==> src/rtl/seq_divider.sv <==
// Multi-cycle restoring divider: one quotient bit per clock, signed or unsigned,
// start/done handshake with busy held high for WIDTH cycles.
module seq_divider #(
    parameter int WIDTH = 32
) (
    input  logic             clk,
    input  logic             rst,
    input  logic             start,
    input  logic             is_signed,
    input  logic [WIDTH-1:0] dividend,
    input  logic [WIDTH-1:0] divisor,
    output logic             busy,
    output logic             done,
    output logic [WIDTH-1:0] quotient,
    output logic [WIDTH-1:0] remainder,
    output logic             div_by_zero
);

    localparam int CW = $clog2(WIDTH + 1);
    localparam logic [CW-1:0] CNT_INIT = CW'(WIDTH);

    typedef enum logic [1:0] {IDLE, RUN, DONE} state_e;

    state_e           state_q;
    logic [WIDTH-1:0] dvd_q;
    logic [WIDTH-1:0] dsr_q;
    logic [WIDTH:0]   rem_q;
    logic [CW-1:0]    cnt_q;
    logic             qneg_q;
    logic             rneg_q;
    logic             dbz_q;
    logic             busy_q;
    logic             done_q;
    logic [WIDTH-1:0] quo_q;
    logic [WIDTH-1:0] remo_q;
    logic             dbzo_q;

    logic             a_neg;
    logic             b_neg;
    logic [WIDTH-1:0] a_mag;
    logic [WIDTH-1:0] b_mag;
    logic [WIDTH:0]   shifted;
    logic [WIDTH:0]   diff;
    logic             qbit;
    logic [WIDTH:0]   rem_d;
    logic [WIDTH-1:0] dvd_d;
    logic [WIDTH-1:0] quo_fin;
    logic [WIDTH-1:0] rem_fin;

    always_comb begin
        a_neg   = is_signed & dividend[WIDTH-1];
        b_neg   = is_signed & divisor[WIDTH-1];
        a_mag   = a_neg ? -dividend : dividend;
        b_mag   = b_neg ? -divisor : divisor;
        shifted = {rem_q[WIDTH-1:0], dvd_q[WIDTH-1]};
        diff    = shifted - {1'b0, dsr_q};
        qbit    = ~diff[WIDTH];
        rem_d   = qbit ? diff : shifted;
        // dvd_q doubles as the quotient register: quotient bits fill from the LSB.
        dvd_d   = {dvd_q[WIDTH-2:0], qbit};
        // With a zero divisor the remainder magnitude is |dividend|, so the
        // sign fix-up alone restores the original dividend.
        quo_fin = dbz_q ? '1 : (qneg_q ? -dvd_d : dvd_d);
        rem_fin = rneg_q ? -rem_d[WIDTH-1:0] : rem_d[WIDTH-1:0];
    end

    always_ff @(posedge clk) begin
        if (rst) begin
            state_q <= IDLE;
            dvd_q   <= '0;
            dsr_q   <= '0;
            rem_q   <= '0;
            cnt_q   <= '0;
            qneg_q  <= 1'b0;
            rneg_q  <= 1'b0;
            dbz_q   <= 1'b0;
            busy_q  <= 1'b0;
            done_q  <= 1'b0;
            quo_q   <= '0;
            remo_q  <= '0;
            dbzo_q  <= 1'b0;
        end else begin
            case (state_q)
                IDLE: begin
                    done_q <= 1'b0;
                    if (start) begin
                        dvd_q   <= a_mag;
                        dsr_q   <= b_mag;
                        rem_q   <= '0;
                        cnt_q   <= CNT_INIT;
                        qneg_q  <= a_neg ^ b_neg;
                        rneg_q  <= a_neg;
                        dbz_q   <= (divisor == '0);
                        busy_q  <= 1'b1;
                        state_q <= RUN;
                    end
                end
                RUN: begin
                    dvd_q <= dvd_d;
                    rem_q <= rem_d;
                    cnt_q <= cnt_q - 1'b1;
                    if (cnt_q == CW'(1)) begin
                        busy_q  <= 1'b0;
                        done_q  <= 1'b1;
                        quo_q   <= quo_fin;
                        remo_q  <= rem_fin;
                        dbzo_q  <= dbz_q;
                        state_q <= DONE;
                    end
                end
                DONE: begin
                    done_q  <= 1'b0;
                    state_q <= IDLE;
                end
                default: state_q <= IDLE;
            endcase
        end
    end

    assign busy        = busy_q;
    assign done        = done_q;
    assign quotient    = quo_q;
    assign remainder   = remo_q;
    assign div_by_zero = dbzo_q;

endmodule

==> config.mk <==
export PLATFORM = sky130hd
export DESIGN_NAME = seq_divider
export DESIGN_NICKNAME = d
export VERILOG_FILES = /design/src/rtl/seq_divider.sv
export SDC_FILE = /design/constraint.sdc
export NUM_CORES = 1
export LEC_CHECK = 0
export BUFFER_PORTS_ARGS = -buffer_cell sky130_fd_sc_hd__clkbuf_2
export CAP_MARGIN = 20
export CORE_AREA = 3 3 205 207
export CTS_CLUSTER_SIZE = 10
export DETAILED_ROUTE_END_ITERATION = 12
export DIE_AREA = 0 0 208 210
export SYNTH_ARGS = -nofsm -noshare
export SYNTH_HDL_FRONTEND = slang
export SYNTH_SLANG_ARGS = --single-unit
==> constraint.sdc <==
create_clock -name clk -period 6.4 [get_ports clk]
set_input_delay 0.32 -clock clk [delete_from_list [all_inputs] [get_ports clk]]
set_output_delay 0.32 -clock clk [all_outputs]
set_load 0.05 [all_outputs]
==> results of run 1 <==
[kinds of logic (layout without fill, tap and decap cells)]
| group | count (synthesis) | in the layout | synth area share (%) |
|---|---|---|---|
| AND/OR/NAND/NOR | 581 | 581 | 23.3 |
| AO/OA/AOI/OAI | 472 | 472 | 25.8 |
| flip-flops | 174 | 174 | 29.9 |
| buffers and inverters | 155 | 236 | 5.24 |
| XOR/XNOR | 126 | 126 | 9.47 |
| adder cells (fa/ha/maj) | 39 | 39 | 4.25 |
| multiplexers | 23 | 23 | 2.03 |
[worst min-delay path, stage by stage]
cell      delay, ns
clkbuf_2       0.11
nand2_1        0.06
a311oi_1       0.07
[cells in the final DEF, fill, tap and decap left out, types with 18 or more instances in the layout]
cell type and instances:
o31ai_1 23, nand2_1 173, xor2_1 70, xnor2_1 56, nor3_1 58, dfxtp_1 174, inv_1 55, nor2_1 178
a31oi_1 33, o21ai_0 80, a211oi_1 54, ha_1 38, a21oi_1 160, clkbuf_2 133, nand3_1 29, a22oi_1 33
mux2i_1 21, nor4_1 18
[cell type report]
type | count | area [sq um] | share of cell area (%)
inverters | 56 | 210 | 1.57
well taps | 532 | 666 | 4.98
repair buffers | 148 | 778 | 5.83
flip-flops and latches | 174 | 3480 | 26.1
clock inverters | 15 | 213 | 1.59
multi-input cells | 1241 | 7580 | 56.8
clock buffers | 17 | 425 | 3.18
[power by group]
group,total [mW],internal (mW),switching (mW)
Combinational,1.46,0.513,0.946
Clock,1.13,0.575,0.552
Sequential,1.22,1.15,0.0718
Total,3.80,2.23,1.57
[state kept, by name, summed over array words and instances, names as in the netlist]
register,flops
div_by_zero,1
qneg_q,1
busy,1
remainder,32
quotient,32
rem_q,32
dbz_q,1
done,1
rneg_q,1
dsr_q,32
state_q,2
dvd_q,32
cnt_q,6
[layer usage]
layer,vias up,wire (microns),track usage [%]
met5,-,0,0
met4,0,444,3.72
met3,24,1630,2.44
met2,248,17600,27.5
met1,5491,18900,25.2
li1,5790,-,-
[stage by stage]
stage / total power, mW / instances / setup WS, ns / hold slack [ns]
3_3_place_gp: 2.67 / 2151 / 1.15 / 0.441
3_5_place_dp: 2.67 / 2151 / 1.01 / 0.445
4_1_cts: 3.81 / 2183 / 0.989 / 0.138
2_1_floorplan: 2.28 / 1570 / 1.21 / 0.432
5_1_grt: 4.03 / 2183 / 0.442 / 0.172
6_report: 3.80 / 2183 / 0.893 / 0.166
[how the worst max path moves through the flow]
stage / slack (ns) / startpoint / cells past startpoint / endpoint
finish: 0.89 / dvd_q[31] / 24 / remainder[26]
global placement: 1.15 / dvd_q[31] / 24 / remainder[26]
detailed placement: 1.01 / dvd_q[31] / 24 / remainder[26]
floorplan: 1.21 / dvd_q[31] / 24 / remainder[26]
CTS: 0.99 / dvd_q[31] / 24 / remainder[26]
global route: 0.44 / dsr_q[12] / 22 / remainder[30]
==> metrics.log, run 1 <==
INFO  metric endpoint_kind = flip-flop
INFO  metric path_buf_inv = 5
INFO  metric initial_core_util = 28.7%
INFO  metric clockRootBuffer = clkbuf_16
INFO  metric fp-row-count = between 70 and 80
INFO  metric arrival = 5.84 ns
INFO  metric synth.most_common_cell = nor2_1
INFO  metric worst-r2r-cell-count = 24
INFO  metric cts_repair_resize_count = 0
INFO  metric synthDominantCellAreaShare = 29.9%
INFO  metric path_delay_family = simple AND/OR/NAND/NOR gates
INFO  metric final_period_minus_worst_setup_slack = roughly 5.5 ns
INFO  metric detailed_place_hpwl = ~30,000 microns
INFO  metric grt_max_degree = 92
INFO  metric fp.dieW = approximately 210 microns
INFO  metric synth.lib_cells_used.distinct = 74
INFO  metric grt_util_all_layers = 17.3%
INFO  metric antenna_left = 0
INFO  metric r2r_setup_slack = approximately 0.9 ns
INFO  metric placed_cell_area = ~13,000 sq um
INFO  metric synthesis.area_per_instance = 7.42 sq um
INFO  metric synth.cell_area = 11,700 sq um
INFO  metric fill_cells = 4,394
INFO  metric cts_max_level = 4
INFO  metric grt-ovfl-total = 0
INFO  metric core-area = ~40,000 sq um
INFO  metric path_max_fanout = 13
INFO  metric ys_top_cells_by_count = nor2_1, dfxtp_1, nand2_1
INFO  metric worst_path_most_repeated_cell = o21ai_0
INFO  metric detail_route.vias_per_cell = roughly 5.3
INFO  metric wl_per_cell = 17.7 microns
INFO  metric biggest_area_consumer_among_synthesized_cells = dfxtp_1
INFO  metric grt_antenna_before_repair = 0
INFO  metric post-route-cell-area = approximately 13,000 sq um
INFO  metric grt_setup_unrepaired = false
INFO  metric finalClockSkew = approximately 0.019 ns
INFO  metric crit_path_top_delay_cell = nor3_1
INFO  metric timing.critical_path.slowest_cell_delay = about 0.56 ns
INFO  metric synth_enable_flop_cells = 0
INFO  metric yosysSeqAreaShare = between 20% and 30%
INFO  metric tightestPinTransition = approximately 1.1 ns
INFO  metric postSynthNetCount = roughly 1,700
INFO  metric peak_clock_frequency_supported_by_timing = ~0.18 GHz
INFO  metric dr.pass1.iters = 5
INFO  metric hold_end = dsr_q[1]
INFO  metric grt_pass1_vias = between 10,000 and 15,000
INFO  metric design.die.area = around 44,000 sq um
INFO  metric post_route_cells_drive_above_1_share = 12.6%
INFO  metric relSlewSlack = between 20% and 30%
INFO  metric postLayoutCoreUtil = about 33%
INFO  metric ys_async_sr_fraction = 0%
INFO  metric number_of_failing_setup_endpoints_in_the_final_timing_report = 0
INFO  metric routed-via-count = around 12,000
INFO  metric status = completed
INFO  metric cap_violations = 0
INFO  metric crit_required = approximately 6.7 ns
INFO  metric reg2reg_from = dvd_q[31]
INFO  metric crit_path_cell_chain = inv_1 > ha_1 > fa_1 > nand2b_1 > a21oi_1 > buf_4 > o211a_1 > o21ai_2 > a21oi_4 > nor2_4 > inv_2 > buf_4 > o21ai_0 > inv_1 > ha_1 > or4b_1 > or3_1 > nor3_1 > mux2i_1 > nor3_1 > nand2_1 > o21ai_0 > xnor2_1 > o21ai_0
INFO  metric synth_ff_type = dfxtp_1
INFO  metric clk_latency_worst_skew_pair = between 0.4 and 0.5 ns
INFO  metric numClockSinks = 174
INFO  metric place.gp.congestion = around 0.9
INFO  metric yosys_register_bits = around 170
INFO  metric total_power_density_per_cell_area = roughly 280 nW/um^2
INFO  metric type_of_the_setup_path_with_the_least_slack = reg -> reg
INFO  metric timing.critical_path.from_type = flip-flop
INFO  metric tritoncts_clock_tree = built
INFO  metric min_path_cells = 3
INFO  metric pin_count = around 140
INFO  metric timing.final.crit_share = 86.1%
INFO  metric fin_nets = between 1,500 and 2,000
INFO  metric ys_top_cells_by_area = dfxtp_1, a21oi_1, nor2_1
INFO  metric finalSetupTns = 0 ns
INFO  metric routed_wirelength = about 39,000 microns
INFO  metric hold_start = divisor[1]
INFO  metric cts_buffers = 17
INFO  metric hold_viol = 0
INFO  metric clk_pin_slew_worst_setup_hold_paths = 0.08 ns
INFO  metric antenna-diode-count = 0
INFO  metric cts.repair_timing.setup_buffer_count = 0
INFO  metric synth_warnings = 0
INFO  metric slew_violations = 0
INFO  metric holdBufCountCts = 0
INFO  metric vdd.ir_drop.worst = around 0.18 mV
INFO  metric syn_inst = roughly 1,600
INFO  metric floorplan_die_height = roughly 210 microns
INFO  metric hold_path_class = in -> reg
INFO  metric clk_path_buf_depth = 2
INFO  metric drt_iter0_drc = around 850
INFO  metric leakage = 5.10 nW
INFO  metric area_growth = 14.6%
INFO  metric drc_errors = 0
INFO  metric worst_flop_to_flop_path_endpoint = remainder[26]
INFO  metric port-buffer-count = 134
INFO  metric global_route_wire_length_before_repair = 61,200 microns
Note: power is estimated with default switching activity, not from simulation.
==> inputs of run 2 (changes only) <==
--- a/config.mk
+++ b/config.mk
@@ -7,10 +7,13 @@
 export LEC_CHECK = 0
 export BUFFER_PORTS_ARGS = -buffer_cell sky130_fd_sc_hd__clkbuf_2
 export CAP_MARGIN = 20
+export CELL_PAD_IN_SITES_DETAIL_PLACEMENT = 0
+export CELL_PAD_IN_SITES_GLOBAL_PLACEMENT = 1
 export CORE_AREA = 3 3 205 207
 export CTS_CLUSTER_SIZE = 10
 export DETAILED_ROUTE_END_ITERATION = 12
 export DIE_AREA = 0 0 208 210
+export PLACE_DENSITY_LB_ADDON = 0.1
 export SYNTH_ARGS = -nofsm -noshare
 export SYNTH_HDL_FRONTEND = slang
 export SYNTH_SLANG_ARGS = --single-unit
==> run 2 against run 1 <==
  * Die area stayed put
  * Critical path depth is 1 lower
  * Sequential share of layout area increased by 0.10 points
  * Critical path type unchanged
  * Highest routed layer unchanged
==> metrics.log, run 2 (same netlist as run 1, synthesis figures left out) <==
INFO  metric status = completed
INFO  metric drt_iter0_drc = 841
INFO  metric hold_viol = 0
INFO  metric pin_count = 135
INFO  metric fp.dieW = approximately 210 microns
INFO  metric dr.pass1.iters = 5
INFO  metric cts_max_level = 4
INFO  metric wl_met1 = approximately 22,000 microns
INFO  metric crit_required = between 6 and 7 ns
INFO  metric postLayoutCoreUtil = between 30% and 40%
INFO  metric slew_violations = 0
INFO  metric routed-via-count = 11,600
INFO  metric arrival = 5.74 ns
INFO  metric multi_input_comb_area = about 7600 sq um
INFO  metric cts.repair_timing.setup_buffer_count = 0
INFO  metric wl_per_cell = ~20 microns
INFO  metric hold_path_class = in -> reg
INFO  metric drc_errors = 0
INFO  metric tritoncts_clock_tree = built
INFO  metric worst_hold_slack = roughly 0.17 ns
INFO  metric place.gp.congestion = ~0.84
INFO  metric final_common_cell = nor2_1
INFO  metric cts_buffers = 17
INFO  metric area_growth = 14.2%
INFO  metric finalClockSkew = ~0.014 ns
INFO  metric grt_util_all_layers = around a fifth
INFO  metric highest-signal-layer = met4
INFO  metric number_of_failing_setup_endpoints_in_the_final_timing_report = 0
INFO  metric final_cell_count_no_fill = between 2,000 and 2,500
INFO  metric timing.final.crit_share = approximately 85%
INFO  metric leakage = about 5 nW
INFO  metric relSlewSlack = around two fifths
INFO  metric core-area = roughly 40,000 sq um
INFO  metric grt_max_degree = 66
INFO  metric fp-row-count = 74
INFO  metric holdBufCountCts = 0
INFO  metric timing.critical_path.from_type = flip-flop
INFO  metric global_route_wire_length_before_repair = 66,900 microns
INFO  metric tightestPinTransition = between 0.9 and 1 ns
INFO  metric floorplan_die_height = about 210 microns
INFO  metric clk_latency_worst_skew_pair = between 0.4 and 0.5 ns
INFO  metric numClockSinks = ~170
INFO  metric fill_cells = 4,471
INFO  metric total_power_density_per_cell_area = ~280 nW/um^2
INFO  metric r2r_setup_slack = ~0.99 ns
INFO  metric detailed_place_hpwl = between 30,000 and 40,000 microns
INFO  metric port-buffer-count = 134
INFO  metric antenna-diode-count = 0
INFO  metric cap_violations = 0
INFO  metric peak_clock_frequency_supported_by_timing = around 0.18 GHz
INFO  metric detail_route.vias_per_cell = 5.30
INFO  metric grt_antenna_before_repair = 0
INFO  metric layout_common_cells = nor2_1, dfxtp_1, nand2_1
INFO  metric routed-wl-met3 = around 1400 microns
INFO  metric grt-ovfl-total = 0
INFO  metric design.die.area = 43,700 sq um
INFO  metric post_route_cells_drive_above_1_share = about an eighth
INFO  metric path_max_fanout = 8
INFO  metric met2_wirelength = between 15,000 and 20,000 microns
INFO  metric cts_repair_resize_count = 0
INFO  metric grt_setup_unrepaired = false
INFO  metric area.sequential = 3480 sq um
INFO  metric initial_core_util = 28.7%
INFO  metric grt_pass1_vias = ~11,000
INFO  metric antenna_left = 0
INFO  metric type_of_the_setup_path_with_the_least_slack = reg -> reg
INFO  metric vdd.ir_drop.worst = about 0.13 mV
INFO  metric clk_path_buf_depth = 2
INFO  metric clockRootBuffer = clkbuf_16
INFO  metric placed_cells = 2,152
INFO  metric clk_pin_slew_worst_setup_hold_paths = roughly 0.07 ns
INFO  metric endpoint_kind = flip-flop
INFO  metric routed_wirelength = roughly 43,000 microns
INFO  metric fin_nets = around 1,700
INFO  metric finalSetupTns = 0 ns
INFO  metric final_period_minus_worst_setup_slack = around 5.4 ns
[run 2: final cells by class]
type                       count  share of cell area (%)
clock buffer                  19                    3.33
clock inverter                13                   0.780
inverter                      56                    1.58
multi-input combinational   1241                    57.0
sequential                   174                    26.2
tap                          532                    5.00
timing repair buffer         150                    6.11
[run 2: path summary, 6_finish.rpt]
check	start	to	cells after the start
worst max-delay path	dvd_q[31]	remainder[26]	23
worst min-delay path	divisor[1]	dsr_q[1]	3
worst max register to register	dvd_q[31]	remainder[26]	23
worst min register to register	remainder[19]	remainder[19]	2
[run 2: per-layer routing]
layer  up-vias  GRT usage [%]
li1       5814              -
met1      5508           28.3
met2       214           30.5
met3        36           2.29
met4         0           4.98
met5         -              0
[run 2: power breakdown]
group          switching [mW]  internal (mW)  leakage [nW]  total (mW)
registers              0.0715           1.15          1.42        1.22
clock network           0.504          0.516         0.264        1.02
logic                    1.00          0.513          3.40        1.52
total                    1.58           2.18          5.08        3.75
[run 2: per-stage QoR]
step / area (sq um) / power (mW) / setup WS (ns)
floorplan: 11700 / 2.28 / 1.21
global placement: 12700 / 2.76 / 1.22
detailed placement: 12700 / 2.76 / 1.12
CTS: 13300 / 3.79 / 1.10
global route: 13300 / 3.99 / 0.644
finish: 13300 / 3.75 / 0.986
[run 2: critical path, cell delays in order, from the launching register on]
cell and delay (ns):
dfxtp_1 0.38, inv_1 0.06, ha_1 0.22, fa_1 0.42
nand2b_1 0.16, a21oi_1 0.13, buf_4 0.16, o211a_1 0.22
o21ai_2 0.10, a21oi_4 0.23, nor2_4 0.07, inv_2 0.14
nor2_1 0.06, a21oi_1 0.22, ha_1 0.27, or4b_1 0.51
or3_1 0.35, nor3_1 0.18, mux2i_1 0.19, nor3_1 0.61
nand2_1 0.14, o21ai_0 0.24, xnor2_1 0.14, o21ai_0 0.08
